**src/rtl/viterbi_pkg.sv**
```systemverilog
// ---------------------------------------------------------------------------
// viterbi_pkg
// Shared definitions for the Viterbi decoder datapath.
//   - acs_state_e        : ACS bank FSM encoding (IDLE / RUN)
//   - num_states(k)      : 2^(k-1) trellis states
//   - pm_max(pm_w)       : largest representable path metric
//   - trellis_next(...)  : next state reached from state s on input bit b
//   - trellis_cw(...)    : codeword index {c0,c1} emitted on that transition
// Generator polynomials use the octal convention: K bits, MSB = newest bit.
// ---------------------------------------------------------------------------
package viterbi_pkg;

  typedef enum logic {
    IDLE = 1'b0,
    RUN  = 1'b1
  } acs_state_e;

  localparam int DEF_K    = 3;
  localparam int DEF_PM_W = 6;

  function automatic int num_states(input int k);
    return 1 << (k - 1);
  endfunction

  function automatic int pm_max(input int pm_w);
    return (1 << pm_w) - 1;
  endfunction

  function automatic int trellis_next(input int s, input int b, input int k);
    return (b << (k - 2)) | (s >> 1);
  endfunction

  // Shift register contents are {b, s}; each code bit is the parity of the
  // taps selected by its generator.
  function automatic int trellis_cw(input int s, input int b, input int k,
                                    input int g0, input int g1);
    int   r;
    logic c0;
    logic c1;
    r  = (b << (k - 1)) | s;
    c0 = ^(r & g0);
    c1 = ^(r & g1);
    return 2 * int'(c0) + int'(c1);
  endfunction

endpackage

```
**src/rtl/acs_cell.sv**
```systemverilog
// ---------------------------------------------------------------------------
// acs_cell
// Combinational add-compare-select for one trellis state.
//   pm0_i / pm1_i : path metrics of predecessors p0 and p1
//   bm0_i / bm1_i : branch metrics of the two incoming transitions
//   npm_o         : surviving metric, saturated at 2^PM_W - 1
//   d_o           : 0 when p0 survives (also on a tie), 1 when p1 survives
// ---------------------------------------------------------------------------
module acs_cell #(
  parameter int BM_W = 2,
  parameter int PM_W = 6
) (
  input  logic [PM_W-1:0] pm0_i,
  input  logic [PM_W-1:0] pm1_i,
  input  logic [BM_W-1:0] bm0_i,
  input  logic [BM_W-1:0] bm1_i,
  output logic [PM_W-1:0] npm_o,
  output logic            d_o
);

  logic [PM_W:0]   sum0;
  logic [PM_W:0]   sum1;
  logic [PM_W-1:0] sat0;
  logic [PM_W-1:0] sat1;

  // One extra bit catches the carry so the sum clamps instead of wrapping.
  assign sum0 = {1'b0, pm0_i} + {{(PM_W + 1 - BM_W){1'b0}}, bm0_i};
  assign sum1 = {1'b0, pm1_i} + {{(PM_W + 1 - BM_W){1'b0}}, bm1_i};
  assign sat0 = sum0[PM_W] ? '1 : sum0[PM_W-1:0];
  assign sat1 = sum1[PM_W] ? '1 : sum1[PM_W-1:0];

  assign d_o   = (sat1 < sat0);
  assign npm_o = d_o ? sat1 : sat0;

endmodule

```
**src/rtl/acs_bank.sv**
```systemverilog
// ---------------------------------------------------------------------------
// acs_bank
// Registered add-compare-select bank: updates all 2^(K-1) path metrics in one
// step per accepted branch-metric vector.
//   clk, rst     : clock, asynchronous active-high reset
//   start        : begin a new frame (reinitialise metrics, enter RUN)
//   bm_valid, bm : branch metrics indexed by codeword {c0,c1}
//   dec_valid    : one-cycle pulse, outputs below were updated by a step
//   dec          : decision bit per next state
//   pm_out       : registered path metrics, state s at slice s
//   best_state / best_pm : minimum metric (lowest index on tie)
//   step_cnt     : steps since start, saturating
//   running      : FSM is in RUN
// Build option: define ACS_NORM_EN to subtract the minimum new metric from
// every new metric before registering.
// ---------------------------------------------------------------------------
module acs_bank
  import viterbi_pkg::*;
#(
  parameter int K    = 3,
  parameter int G0   = 7,
  parameter int G1   = 5,
  parameter int BM_W = 2,
  parameter int PM_W = 6
) (
  input  logic                                  clk,
  input  logic                                  rst,
  input  logic                                  start,
  input  logic                                  bm_valid,
  input  logic [4*BM_W-1:0]                     bm,
  output logic                                  dec_valid,
  output logic [num_states(K)-1:0]              dec,
  output logic [num_states(K)*PM_W-1:0]         pm_out,
  output logic [K-2:0]                          best_state,
  output logic [PM_W-1:0]                       best_pm,
  output logic [15:0]                           step_cnt,
  output logic                                  running
);

  localparam int NS      = num_states(K);
  localparam int STATE_W = K - 1;
  localparam logic [PM_W-1:0] PM_MAX = PM_W'(pm_max(PM_W));

  acs_state_e          state_q;
  logic [PM_W-1:0]     pm_q [NS];
  logic [PM_W-1:0]     npm [NS];
  logic [PM_W-1:0]     pm_d [NS];
  logic [NS-1:0]       dec_d;
  logic [PM_W-1:0]     min_val;
  logic [STATE_W-1:0]  min_idx;
  logic [PM_W-1:0]     best_pm_d;
  logic                step;

  assign step = (state_q == RUN) && bm_valid;

  // Predecessors of ns share input bit b = MSB of ns; p0/p1 differ in the
  // oldest register bit that is shifted out.
  for (genvar ns = 0; ns < NS; ns++) begin : g_cell
    localparam int B   = ns >> (K - 2);
    localparam int P0  = (ns << 1) & (NS - 1);
    localparam int P1  = P0 | 1;
    localparam int CW0 = trellis_cw(P0, B, K, G0, G1);
    localparam int CW1 = trellis_cw(P1, B, K, G0, G1);

    acs_cell #(.BM_W(BM_W), .PM_W(PM_W)) u_cell (
      .pm0_i (pm_q[P0]),
      .pm1_i (pm_q[P1]),
      .bm0_i (bm[CW0*BM_W +: BM_W]),
      .bm1_i (bm[CW1*BM_W +: BM_W]),
      .npm_o (npm[ns]),
      .d_o   (dec_d[ns])
    );

    assign pm_out[ns*PM_W +: PM_W] = pm_q[ns];
  end

  // Strict less-than keeps the lowest index on ties.
  always_comb begin
    // NOTE: defaults first so every path assigns every variable (no latches).
    min_val = npm[0];
    min_idx = '0;
    for (int s = 1; s < NS; s++) begin
      if (npm[s] < min_val) begin
        min_val = npm[s];
        min_idx = STATE_W'(s);
      end
    end
  end

  always_comb begin
    for (int s = 0; s < NS; s++) begin
`ifdef ACS_NORM_EN
      pm_d[s] = npm[s] - min_val;
`else
      pm_d[s] = npm[s];
`endif
    end
`ifdef ACS_NORM_EN
    best_pm_d = '0;
`else
    best_pm_d = min_val;
`endif
  end

  // NOTE: sequential state uses non-blocking assignments only; the metric
  // registers are reset explicitly because the decoder relies on pm[0] = 0.
  always_ff @(posedge clk or posedge rst) begin
    if (rst) begin
      state_q    <= IDLE;
      dec_valid  <= 1'b0;
      dec        <= '0;
      best_state <= '0;
      best_pm    <= '0;
      step_cnt   <= '0;
      for (int s = 0; s < NS; s++) pm_q[s] <= (s == 0) ? '0 : PM_MAX;
    end else if (start) begin
      // start wins over a coincident bm_valid.
      state_q    <= RUN;
      dec_valid  <= 1'b0;
      dec        <= '0;
      best_state <= '0;
      best_pm    <= '0;
      step_cnt   <= '0;
      for (int s = 0; s < NS; s++) pm_q[s] <= (s == 0) ? '0 : PM_MAX;
    end else if (step) begin
      dec_valid  <= 1'b1;
      dec        <= dec_d;
      best_state <= min_idx;
      best_pm    <= best_pm_d;
      if (step_cnt != 16'hFFFF) step_cnt <= step_cnt + 16'd1;
      for (int s = 0; s < NS; s++) pm_q[s] <= pm_d[s];
    end else begin
      dec_valid <= 1'b0;
    end
  end

  assign running = (state_q == RUN);

endmodule

```
**config.mk**
```make
export PLATFORM = sky130hd
export DESIGN_NAME = acs_bank
export DESIGN_NICKNAME = d
export VERILOG_FILES = /design/src/rtl/viterbi_pkg.sv /design/src/rtl/acs_cell.sv /design/src/rtl/acs_bank.sv
export SDC_FILE = /design/constraint.sdc
export NUM_CORES = 1
export LEC_CHECK = 0
export ABC_AREA = 1
export CELL_PAD_IN_SITES_DETAIL_PLACEMENT = 1
export CELL_PAD_IN_SITES_GLOBAL_PLACEMENT = 1
export CORE_AREA = 2 2 135 110
export CTS_CLUSTER_SIZE = 30
export DETAILED_ROUTE_END_ITERATION = 12
export DIE_AREA = 0 0 137 112
export GPL_ROUTABILITY_DRIVEN = 0
export PLACE_DENSITY = 0.69
export SYNTH_ARGS = -nofsm -noshare
export SYNTH_HDL_FRONTEND = slang
export SYNTH_SLANG_ARGS = --single-unit
```
**constraint.sdc**
```tcl
create_clock -name clk -period 7.8 [get_ports clk]
set_input_delay 0.78 -clock clk [delete_from_list [all_inputs] [get_ports clk]]
set_output_delay 0.78 -clock clk [all_outputs]
set_load 0.01 [all_outputs]
```
==> results.txt, run 1 <==
----------------------------------------------------
[GRT]
  Tot GR Track Use ... 21.02%
  Largest net degree at the start of global routing ... 55
  Global-route wire length before repair ... 25520 microns
  Via count of the first global-routing pass ... ~5100
  Residual overflow from global routing ... 0
  Initial antenna violation count ... 0

[Critical path]
  Crit path launch type ... input pin
  Data required time of the worst path ... about 8 ns
  Critical Path Fanout Max ... 11
  Worst path arrival time ... between 7 and 8 ns
  Worst setup EP type ... flip-flop
  Worst Setup Path Type ... in -> reg
  Delay of the slowest critical-path stage ... 0.54 ns
  Master of the slowest instance on the critical path ... clkdlybuf4s50_1
  Top cell by count, worst path ... nand2_1

[CTS]
  Number of levels the H-tree was split into ... 2
  Cell chosen for the clock root ... clkbuf_16
  Clk_lat worst skew ... 0.30 ns
  Clock tree from TritonCTS ... done
  TritonCTS buffer count ... 5
  Number of buffers inserted by hold repair at cts ... 0
  CTS sink count ... 54
  Maximum clock insertion buffer count ... 2
  Clock slew at the register clock pins of the worst setup and hold paths ... about 0.080 ns

[Timing]
  Rel. slew slack ... ~44%
  Shortest clock period the worst path allows after layout ... approximately 7.3 ns
  Actual transition at the worst max-transition pin ... 0.8300 ns
  Final setup fails ... 0
  Highest achievable clock rate ... about 0.14 GHz
  Final worst-path setup slack ... approximately 0.54 ns
  Sum Neg Setup Slack ... 0 ns
  Number of pins exceeding their max-slew limit in the final report ... 0
  Hold violation count in the final report ... 0
  Share of the clock period used by the worst path after layout ... between 90% and 100%
  Worst Skew ... 0.009291 ns

[Die]
  Die boundary width ... between 100 and 150 microns
  Die area ... 15340 sq um
  Die height ... ~110 microns
  Area inside the core boundary ... approximately 14000 sq um
  Top-Level Pins ... 66
  Row count ... 39
  Starting utilization of the core area ... about a third

[Yosys]
  Dominant combinational cell family by area after synthesis ... simple AND/OR/NAND/NOR gates
  Synthesis Warnings ... 0
  Synth area leader ... dfrtp_1
  Multiplexer fraction of the synthesized cell area ... 0%
  Area of the mapped netlist ... 4815 sq um
  Sequential-to-total area share from yosys stat ... 28.53%
  Area fraction in and, or, nand and nor cells after synthesis ... 27.05%
  Gate Count Post-Synth ... 703
  FF+latch count, synth ... 54
  Mean post-synth cell area ... 6.849 sq um
  Area fraction in compound gates after synthesis ... 16.01%
  Ranking of synthesized cells by area ... dfrtp_1, nand2_1, ha_1
  Share of the synthesized area in the top cell type ... a little under a fifth
  Xor and xnor area share after synthesis ... less than 1%
  Post-synth net total ... roughly 770
  Post-synthesis adder-cell area fraction ... roughly 16%
  Number of distinct standard cells referenced by the synthesized netlist ... 37

[Drt]
  Number of detailed-routing iterations run before antenna repair ... 4
  DRC viols ... 0
  Detailed router's first-iteration violation count ... ~260
  Detail Route Antenna Nets ... 0
  Number of vias after detailed routing ... about 4800
  Final Routed Wirelength ... 15400 microns
  Average detailed-routed wire length per instance ... 16.06 microns
  Via count normalized by instance count ... ~5

[Finish]
  Share of post-route cells with drive strength above 1 ... just under 9%
  Multi-input gate area ... 2902 sq um
  Final cell utilization of the core ... between 40% and 50%
  Number of nets in the finished design ... roughly 840
  Count of placed standard cells in the final layout, fillers left out ... approximately 960
  Filler cells ... around 1800
  Register area ... roughly 1400 sq um
  Layout-stage area growth over the synthesis result ... 22.25%
  Antenna cell count ... 0

[Placed design]
  Minimum setup slack after placement ... roughly 0.12 ns
  Cell count after placement ... 949
  Port Buf Inserts ... between 60 and 70
  DPL Wire Length ... between 10000 and 15000 microns

[Run]
  Max cap viols ... 0

[Status]
  Status ... complete, no violations

[Min path]
  Path type of the worst min-delay path ... reg -> reg

----------------------------------------------------
==> final cells by class <==
class                           instances  area share (%)
Clock buffer                            6           2.360
Clock inverter                          2          0.2764
Inverter                              129           8.227
Multi-Input combinational cell        507           49.30
Sequential cell                        54           23.34
Tap cell                              184           3.912
Timing Repair Buffer                   77           12.59
==> registers in the layout, indices dropped and copies added, names as in the netlist <==
name / flops
best_pm: 6
running: 1
pm_out: 24
dec: 4
best_state: 2
dec_valid: 1
step_cnt: 16
==> critical path: cells and delay by family <==
kind                     cells  cell delay [ns]
buffers and inverters        4             1.05
adder cells (fa/ha/maj)      5             1.69
AND/OR/NAND/NOR             15             1.68
AO/OA/AOI/OAI               11             2.29
==> per-layer routing <==
layer	track usage [%]	up-vias	part of all wire, %
met4	3.780	0	1.1
met5	0	-	0
met3	3.597	16	4.0
li1	-	2415	-
met2	32.04	78	43
met1	31.40	2319	52
==> cell usage after synthesis, drive strengths merged <==
master	instances
a211oi	5
o22ai	22
a21boi	2
a22oi	2
inv	127
nor2	72
xor2	4
buf	6
o211ai	1
nor4	1
nand4	3
nand3b	3
nor3b	1
a31oi	1
o21bai	1
nand2	177
fa	8
nor3	3
clkbuf	7
o21ai	71
clkinv	2
ha	50
dfrtp	36
o32ai	1
nand3	41
a21oi	30
dfstp	18
or2	4
o21a	4
==> through the flow <==
| stage | hold slack (ns) | cell area (sq um) |
|---|---|---|
| 6_report | 0.4962 | 5886 |
| 5_1_grt | 0.5401 | 5886 |
| 4_1_cts | 0.5020 | 5863 |
| 3_5_place_dp | 0.4751 | 5708 |
| 3_3_place_gp | 0.4680 | 5708 |
| 2_1_floorplan | 0.5155 | 4815 |
==> path summary, 6_finish.rpt <==
path	startpoint	endpoint	slack, ns	depth (start not counted)
min in group asynchronous	rst	best_pm[4]$_DFFE_PP0P_	1.00	3
hold reg to reg	best_pm[4]$_DFFE_PP0P_	best_pm[4]$_DFFE_PP0P_	0.50	2
setup / recovery	bm[3]	best_pm[1]$_DFFE_PP0P_	0.54	35
max in group asynchronous	rst	pm_out[1]$_DFFE_PP0P_	6.32	3
setup reg to reg	pm_out[18]$_DFFE_PP1P_	best_pm[1]$_DFFE_PP0P_	0.95	35
hold / removal	best_pm[4]$_DFFE_PP0P_	best_pm[4]$_DFFE_PP0P_	0.50	2
==> kinds of logic after synthesis <==
kind of cell               count (synthesis)
and+or+nand+nor                          305
buffers and inverters                    142
AOI/OAI and AO/OA                        140
adders and majority gates                 58
DFF                                       54
xor gates and xnor gates                   4
==> repair_timing <==
action | in CTS | in global routing
endpoints found under the setup margin | 0 | 8
setup buffers | 0 | 2
resized for setup | 0 | 5
==> placed cells by master (no fill, tap or decap), types with 4 or more instances in the layout <==
cell type        netlist  final
o21ai_1                5      6
ha_1                  50     50
o22ai_1               22     22
clkdlybuf4s50_1        0     65
a21oi_1               30     30
nand3_1               40     40
o21a_1                 4      4
or2_2                  4      4
nand2_2                7      7
dfrtp_1               36     36
fa_1                   8      8
nor2_1                64     64
dfstp_2               18     18
xor2_1                 4      4
buf_4                  0     12
o21ai_0               66     63
a211oi_1               5      5
nor2_2                 6      6
clkbuf_16              0      5
nand2_1              168    168
inv_2                  5      6
inv_1                122    121
Power of run 1 is left out: the tool's default activity adds up to more than one toggle a clock period on the data nets, which glitch-free logic cannot reach.
==> run 2: changes to the inputs <==
--- a/config.mk
+++ b/config.mk
@@ -8,12 +8,12 @@
 export ABC_AREA = 1
 export CELL_PAD_IN_SITES_DETAIL_PLACEMENT = 1
 export CELL_PAD_IN_SITES_GLOBAL_PLACEMENT = 1
-export CORE_AREA = 2 2 135 110
+export CORE_AREA = 2 2 126 104
 export CTS_CLUSTER_SIZE = 30
 export DETAILED_ROUTE_END_ITERATION = 12
-export DIE_AREA = 0 0 137 112
+export DIE_AREA = 0 0 128 106
 export GPL_ROUTABILITY_DRIVEN = 0
-export PLACE_DENSITY = 0.69
+export PLACE_DENSITY = 0.77
 export SYNTH_ARGS = -nofsm -noshare
 export SYNTH_HDL_FRONTEND = slang
 export SYNTH_SLANG_ARGS = --single-unit
==> results.txt, run 2 (synthesis gave the netlist of run 1 again) <==
----------------------------------------------------
[Status]
  Status ... complete, no violations (unchanged)

[CTS]
  Number of levels the H-tree was split into ... 2 (unchanged)
  Post-CTS setup-driven buffer insertion count ... 0 (unchanged)
  Cell chosen for the clock root ... clkbuf_16 (unchanged)
  Number of gates resized after CTS ... 0 (unchanged)
  Number of buffers inserted by hold repair at cts ... 0 (unchanged)
  Clock tree from TritonCTS ... done (unchanged)
  CTS sink count ... 54 (unchanged)
  Clk_lat worst skew ... 0.30 ns (about the same)
  Maximum clock insertion buffer count ... 2 (unchanged)
  TritonCTS buffer count ... 5 (unchanged)
  Clock slew at the register clock pins of the worst setup and hold paths ... 0.08 ns (about the same)

[Timing]
  Hold Worst Slack ... 0.5011 ns (was 0.4962 ns)
  Hold violation count in the final report ... 0 (unchanged)
  Actual transition at the worst max-transition pin ... 1.127 ns (was 0.8300 ns)
  Highest achievable clock rate ... 0.1412 GHz (was 0.1377 GHz)
  Final setup fails ... 0 (unchanged)
  Rel. slew slack ... 24.57% (was 44.33%)
  Number of pins exceeding their max-slew limit in the final report ... 0 (unchanged)
  Share of the clock period used by the worst path after layout ... 90.79% (was 93.10%)
  Sum Neg Setup Slack ... 0 ns (unchanged)
  Final worst-path setup slack ... 0.7184 ns (was 0.5386 ns)
  Shortest clock period the worst path allows after layout ... 7.082 ns (was 7.261 ns)
  Unrepaired setup endpoints after global routing ... no
  Worst Skew ... 0.005417 ns (was 0.009291 ns)

[Finish]
  Layout-stage area growth over the synthesis result ... 21.52% (was 22.25%)
  Most frequent cells in the layout ... nand2_1, inv_1, clkdlybuf4s50_1, nor2_1, o21ai_0 (unchanged)
  Number of nets in the finished design ... 840 (was 844)
  Flip-flop count of the largest register after layout ... 24 (unchanged)
  Most common cell after layout, fill and taps aside ... nand2_1 (unchanged)
  Final cell utilization of the core ... 47.16% (was 41.88%)
  Antenna cell count ... 0 (unchanged)
  Share of post-route cells with drive strength above 1 ... 8.690% (was 8.774%)

[GRT]
  Global-route wire length before repair ... 26570 microns (was 25520 microns)
  Initial antenna violation count ... 0 (unchanged)
  Via count of the first global-routing pass ... 5282 (was 5079)
  Residual overflow from global routing ... 0 (unchanged)
  Tot GR Track Use ... 24.51% (was 21.02%)
  Largest net degree at the start of global routing ... 55 (unchanged)

[Drt]
  Average detailed-routed wire length per instance ... 17.05 microns (was 16.06 microns)
  Detailed router's first-iteration violation count ... 211 (was 264)
  DRC viols ... 0 (unchanged)
  Number of detailed-routing iterations run before antenna repair ... 4 (unchanged)
  Via count normalized by instance count ... 5.303 (was 5.034)
  Number of vias after detailed routing ... 4916 (was 4828)
  Detail Route Antenna Nets ... 0 (unchanged)
  Final Routed Wirelength ... 15800 microns (was 15400 microns)

[Critical path]
  Data required time of the worst path ... 8.04 ns (about the same)
  Crit path launch type ... input pin (unchanged)
  Critical Path Fanout Max ... 13 (was 11)
  Worst path arrival time ... 7.32 ns (was 7.50 ns)
  Worst Setup Path Type ... in -> reg (unchanged)
  Worst setup EP type ... flip-flop (unchanged)
  Master of the slowest instance on the critical path ... clkdlybuf4s50_1 (unchanged)
  Top cell by count, worst path ... nand2_1 (unchanged)
  Delay of the slowest critical-path stage ... 0.55 ns (was 0.54 ns)

[Die]
  Area inside the core boundary ... 12410 sq um (was 14050 sq um)
  Row count ... 37 (was 39)
  Die area ... 13570 sq um (was 15340 sq um)
  Starting utilization of the core area ... 38.81% (was 34.26%)
  Die height ... 106 microns (was 112 microns)
  Die boundary width ... 128 microns (was 137 microns)
  Top-Level Pins ... 66 (unchanged)

[Placed design]
  Port Buf Inserts ... 65 (unchanged)
  DPL Wire Length ... 12560 microns (was 12410 microns)
  Minimum setup slack after placement ... 0.06737 ns (was 0.1249 ns)

[Min path]
  Path type of the worst min-delay path ... reg -> reg (unchanged)

[Run]
  Max cap viols ... 0 (unchanged)

----------------------------------------------------
==> run 2: area by class of cell <==
class / count / area, sq um
multi-input cells: 507 / 2914
inverters: 129 / 484.2
clock inverters: 3 / 47.55
fillers: 1609 / 6556
repair buffers: 73 / 710.7
well taps: 156 / 195.2
clock buffers: 5 / 125.1
flip-flops and latches: 54 / 1374
==> run 2: critical path: cells and delay by family <==
family,cells,cell delay [ns]
AO/OA/AOI/OAI,10,1.94
adder cells (fa/ha/maj),5,1.74
buffers and inverters,5,1.15
AND/OR/NAND/NOR,15,1.71
==> run 2: path summary, 6_finish.rpt <==
| path | start | to | slack (ns) | cells after the start |
|---|---|---|---|---|
| max in group asynchronous | rst | dec[3]$_DFFE_PP0P_ | 6.34 | 3 |
| min | best_state[1]$_DFFE_PP0P_ | best_state[1]$_DFFE_PP0P_ | 0.50 | 2 |
| max | bm[3] | best_pm[2]$_DFFE_PP0P_ | 0.72 | 35 |
| max reg2reg | pm_out[18]$_DFFE_PP1P_ | best_pm[2]$_DFFE_PP0P_ | 1.14 | 35 |
| min reg2reg | best_state[1]$_DFFE_PP0P_ | best_state[1]$_DFFE_PP0P_ | 0.50 | 2 |
| min in group asynchronous | rst | pm_out[1]$_DFFE_PP0P_ | 0.99 | 3 |
==> run 2: metrics by stage <==
stage / instance area, sq um / std cells
after global placement: 5658 / 919
after CTS: 5831 / 927
after detailed placement: 5658 / 919
after global routing: 5851 / 927
final: 5851 / 927
after floorplan: 4815 / 703
==> run 2: per-layer routing <==
metal / global-route usage (%) / up-vias / routed length (microns)
met2: 40.72 / 80 / 7483
met4: 4.710 / 0 / 167
li1: - / 2400 / -
met5: 0 / - / 0
met3: 2.869 / 16 / 454
met1: 34.65 / 2420 / 7696
Power of run 2 is left out for the same reason.
==> run 3: changes to the inputs <==
--- a/config.mk
+++ b/config.mk
@@ -12,7 +12,6 @@
 export CTS_CLUSTER_SIZE = 30
 export DETAILED_ROUTE_END_ITERATION = 12
 export DIE_AREA = 0 0 128 106
-export GPL_ROUTABILITY_DRIVEN = 0
 export PLACE_DENSITY = 0.77
 export SYNTH_ARGS = -nofsm -noshare
 export SYNTH_HDL_FRONTEND = slang
==> results.txt, run 3 (synthesis gave the netlist of run 1 again) <==
----------------------------------------------------
[Critical path]
  Worst Setup Path Type ... in -> reg (unchanged)
  Top cell by count, worst path ... nand2_1 (unchanged)
  Worst path arrival time ... 7.43 ns (was 7.32 ns)
  Number of buffer and inverter stages on the critical path ... 4 (was 5)
  Worst setup EP type ... flip-flop (unchanged)
  Family with the most delay on the worst path ... compound AO/OA/AOI/OAI gates (unchanged)
  Data required time of the worst path ... 8.04 ns (about the same)
  Master of the slowest instance on the critical path ... clkdlybuf4s50_1 (unchanged)
  Delay of the slowest critical-path stage ... 0.55 ns (about the same)
  Critical Path Fanout Max ... 13 (unchanged)
  Crit path launch type ... input pin (unchanged)

[CTS]
  TritonCTS buffer count ... 5 (unchanged)
  CTS sink count ... 54 (unchanged)
  Maximum clock insertion buffer count ... 2 (unchanged)
  Number of gates resized after CTS ... 0 (unchanged)
  Cell chosen for the clock root ... clkbuf_16 (unchanged)
  Number of buffers inserted by hold repair at cts ... 0 (unchanged)
  Post-CTS setup-driven buffer insertion count ... 0 (unchanged)
  Clock slew at the register clock pins of the worst setup and hold paths ... 0.07 ns (was 0.08 ns)
  Clk_lat worst skew ... 0.30 ns (about the same)
  Number of levels the H-tree was split into ... 2 (unchanged)
  Clock tree from TritonCTS ... done (unchanged)

[Timing]
  Actual transition at the worst max-transition pin ... 1.046 ns (was 1.127 ns)
  Share of the clock period used by the worst path after layout ... 92.20% (was 90.79%)
  Final setup fails ... 0 (unchanged)
  Worst Skew ... 0.008251 ns (was 0.005417 ns)
  Hold violation count in the final report ... 0 (unchanged)
  Sum Neg Setup Slack ... 0 ns (unchanged)
  Rel. slew slack ... 30.01% (was 24.57%)
  Highest achievable clock rate ... 0.1391 GHz (was 0.1412 GHz)
  Number of pins exceeding their max-slew limit in the final report ... 0 (unchanged)
  Unrepaired setup endpoints after global routing ... no (unchanged)
  Shortest clock period the worst path allows after layout ... 7.191 ns (was 7.082 ns)

[Drt]
  DRC viols ... 0 (unchanged)
  Number of detailed-routing iterations run before antenna repair ... 4 (unchanged)
  Via count normalized by instance count ... 5.243 (was 5.303)
  Final Routed Wirelength ... 15170 microns (was 15800 microns)
  Number of vias after detailed routing ... 4855 (was 4916)
  Detail Route Antenna Nets ... 0 (unchanged)
  Average detailed-routed wire length per instance ... 16.38 microns (was 17.05 microns)
  Detailed router's first-iteration violation count ... 200 (was 211)

[Die]
  Row count ... 37 (unchanged)
  Area inside the core boundary ... 12410 sq um (unchanged)
  Die area ... 13570 sq um (unchanged)
  Die boundary width ... 128 microns (unchanged)
  Starting utilization of the core area ... 38.81% (unchanged)
  Die height ... 106 microns (unchanged)
  Top-Level Pins ... 66 (unchanged)

[Status]
  Status ... complete, no violations (unchanged)

[Placed design]
  Port Buf Inserts ... 65 (unchanged)
  DPL Wire Length ... 12350 microns (was 12560 microns)
  Cell count after placement ... 918 (was 919)
  Final estimated routing congestion in global placement ... about 0.9

[Finish]
  Layout-stage area growth over the synthesis result ... 20.63% (was 21.52%)
  Most frequent cells in the layout ... nand2_1, inv_1, clkdlybuf4s50_1, nor2_1, o21ai_0 (unchanged)
  Most common cell after layout, fill and taps aside ... nand2_1 (unchanged)
  Share of post-route cells with drive strength above 1 ... 8.182% (was 8.690%)
  Count of placed standard cells in the final layout, fillers left out ... 926 (was 927)
  Number of nets in the finished design ... 839 (was 840)
  Antenna cell count ... 0 (unchanged)
  Flip-flop count of the largest register after layout ... 24 (unchanged)

[GRT]
  Global-route wire length before repair ... 25310 microns (was 26570 microns)
  Initial antenna violation count ... 0 (unchanged)
  Via count of the first global-routing pass ... 4957 (was 5282)
  Residual overflow from global routing ... 0 (unchanged)
  Tot GR Track Use ... 23.33% (was 24.51%)
  Largest net degree at the start of global routing ... 55 (unchanged)

[Min path]
  Path type of the worst min-delay path ... reg -> reg (unchanged)

[Run]
  Max cap viols ... 0 (unchanged)

----------------------------------------------------
## run 3: cell count changes in the layout (fill, tap and decap cells not counted)
| cell | change |
|---|---|
| clkbuf_1 | +1 |
| nand2_2 | -1 |
| inv_6 | -2 |
| nand2_1 | +1 |
| buf_4 | -1 |
| o21ai_0 | -1 |
| o21ai_2 | -1 |
| bufinv_16 | -1 |
| clkinvlp_4 | +2 |
| o21ai_1 | +2 |
## run 3: per-layer routing
| metal | vias up | routed length [microns] | track usage, % |
|---|---|---|---|
| li1 | 2396 | - | - |
| met1 | 2363 | 7547 | 34.71 |
| met2 | 83 | 6912 | 36.86 |
| met3 | 13 | 559 | 2.516 |
| met4 | 0 | 153 | 4.396 |
| met5 | - | 0 | 0 |
## run 3: through the flow
stage                     instance area, sq um  hold slack (ns)  util, %  setup slack (ns)
after floorplan                           4815           0.5155        -             1.301
after global routing                      5808           0.5397    46.81           0.05889
final                                     5808           0.4992    46.81            0.6087
after global placement                    5650           0.4723    45.54            0.4482
after CTS                                 5794           0.5046    46.70            0.3940
after detailed placement                  5650           0.4698    45.54            0.1004
## run 3: final cells by class
type	instances	area, sq um
fillers	1595	6599
multi-input cells	507	2908
repair buffers	72	703.2
flip-flops and latches	54	1374
clock buffers	6	128.9
inverters	129	484.2
clock inverters	2	15.01
well taps	156	195.2
## run 3: final timing paths
kind / startpoint / endpoint / slack (ns) / cells past startpoint
min reg2reg: best_pm[1]$_DFFE_PP0P_ / best_pm[1]$_DFFE_PP0P_ / 0.50 / 2
max: bm[3] / best_pm[1]$_DFFE_PP0P_ / 0.61 / 36
max in group asynchronous: rst / dec[3]$_DFFE_PP0P_ / 6.33 / 3
max reg2reg: pm_out[18]$_DFFE_PP1P_ / best_pm[1]$_DFFE_PP0P_ / 1.02 / 36
min in group asynchronous: rst / pm_out[4]$_DFFE_PP0P_ / 0.98 / 3
min: best_pm[1]$_DFFE_PP0P_ / best_pm[1]$_DFFE_PP0P_ / 0.50 / 2
## run 3: worst register-to-register path: cells and delay by family, from the launching register on
kind,cells,cell delay [ns]
and+or+nand+nor,16,1.87
AOI/OAI and AO/OA,11,2.03
adders and majority gates,6,1.80
buffers and inverters,3,0.43
DFF,1,0.58
Power of run 3 is left out for the same reason.
==> RTL edit, RTL diff (flow settings as in run 2) <==
Make the reset (`rst`) synchronous in one clocked block. Comments in the files are not updated.
--- a/src/rtl/acs_bank.sv
+++ b/src/rtl/acs_bank.sv
@@ -106,3 +106,3 @@
   // registers are reset explicitly because the decoder relies on pm[0] = 0.
-  always_ff @(posedge clk or posedge rst) begin
+  always_ff @(posedge clk) begin
     if (rst) begin
Formal check against the unedited RTL: differs if rst is asserted again (counterexample within 4 cycles, from zero or initial values and one cycle with rst high); with rst held inactive, the same outputs for 4 cycles.
==> RTL edit against run 2 <==
- register-to-register slack better by 0.14 ns
- cell area decreased by 3.2%
- setup slack better by 0.032 ns
- non-clock buffer count decreased by 5
- routed wire length fell by 3.8%
- synthesized area shrank 3.0%
- cell count shrank 2.0%
- synthesized cell count shrank 2.7%
- sequential cell count is the same
Power is left out: it rests on default switching activity, and per cell area and clock period it moved more than threefold.
==> RTL edit: results (changes against run 2) <==
INFO  metric run_status = complete, no violations
INFO  metric preCtsSetupSlack = 0.329 ns (+0.261 ns)
INFO  metric r2r-end = best_pm[4]
INFO  metric synth_xor_xnor_area_share = 1.12% (+0.40 points)
INFO  metric n_fill_cell = 1,607 (-0.12%)
INFO  metric synth_flop_cell = sky130_fd_sc_hd__dfxtp_1
INFO  metric maximum_number_of_pins_on_one_net_before_global_route_repair = 21 (-62%)
INFO  metric avgSynthCellArea = 6.83 um2 (-0.27%)
INFO  metric synthAdderAreaFrac = 16.6% (+0.23 points)
INFO  metric slew-limit-headroom = 28.9% (+4.4 points)
INFO  metric share_of_flip_flops_with_an_asynchronous_set_or_reset = 0% (-100 points)
INFO  metric first_global_vias = 4,942 (-6.4%)
INFO  metric flop2flop_setup_slack = 1.28 ns (+0.14 ns)
INFO  metric hold_path_startpoint = best_pm[2]
INFO  metric synth_compound_gate_area_share = 14.5% (-1.5 points)
INFO  metric synth_edf_count = 18 (+18)
INFO  metric worst_ep_arrival_time = 7.30 ns (-0.02 ns)
INFO  metric hpwlAfterDp = 12.4 mm (-1.2%)
INFO  metric finalClockSkew = 0.00499 ns (-0.000428 ns)
INFO  metric multiInputGateArea = 2970 um2 (+2.1%)
INFO  metric iteration_0_drc_markers = 210 (-0.47%)
INFO  metric post_detailed_placement_cell_area = 5500 um2 (-2.8%)
INFO  metric synth_sequential_area_ratio = 27.0% (-1.5 points)
INFO  metric timing.reg2reg.worst_path_depth = 38 (+8.6%)
INFO  metric worst_hold_slack = 0.462 ns (-0.0395 ns)
INFO  metric critical_path.max_stage_delay = 0.50 ns (-0.05 ns)
INFO  metric most_numerous_cell_types_in_the_synthesized_netlist = 179 x sky130_fd_sc_hd__nand2_1, 100 x sky130_fd_sc_hd__inv_1, 59 x sky130_fd_sc_hd__o21ai_0, 57 x sky130_fd_sc_hd__nor2_1, 49 x sky130_fd_sc_hd__ha_1
[RTL edit: cell count changes after synthesis, moves of 11 or more]
cell                       before  now
sky130_fd_sc_hd__dfrtp_1       36    0
sky130_fd_sc_hd__dfstp_2       18    0
sky130_fd_sc_hd__dfxtp_1        0   36
sky130_fd_sc_hd__edfxtp_1       0   18
sky130_fd_sc_hd__inv_1        122  100
sky130_fd_sc_hd__nand2_1      168  179
sky130_fd_sc_hd__o22ai_1       22    6
[RTL edit: how the worst max path moves through the flow]
stage	startpoint	slack [ns]	end	cells past startpoint
floorplan	bm[2]	1.53	best_pm[0]	36
global placement	bm[2]	0.61	best_pm[0]	38
detailed placement	bm[2]	0.33	best_pm[4]	39
CTS	bm[2]	0.60	best_pm[4]	38
global route	bm[2]	0.06	best_pm[3]	39
finish	bm[2]	0.75	best_pm[4]	39
[RTL edit: cell type report]
type	instances	area share, %
Clock buffer	6	2.65
Clock inverter	2	0.309
Inverter	105	6.96
Multi-Input combinational cell	517	52.5
Sequential cell	54	22.3
Tap cell	156	3.45
Timing Repair Buffer	68	11.9
[RTL edit: logic make-up (layout without fill, tap and decap cells)]
logic type	count (synthesis)	count (layout)
AND/OR/NAND/NOR	330	330
AO/OA/AOI/OAI	124	124
buffers and inverters	113	181
adder cells (fa/ha/maj)	57	57
flip-flops	54	54
XOR/XNOR	6	6
[RTL edit: critical path: cells and delay by family]
kind | cells | cell delay, ns
adders and majority gates | 6 | 1.85
AOI/OAI and AO/OA | 9 | 1.76
buffers and inverters | 6 | 1.02
and+or+nand+nor | 18 | 1.88
[RTL edit: layer usage]
metal / up-vias / GRT usage [%] / routed length, um
li1: 2372 / - / -
met1: 2292 / 33.3 / 7610
met2: 79 / 37.7 / 6960
met3: 5 / 2.82 / 547
met4: 0 / 3.53 / 77
met5: - / 0 / 0
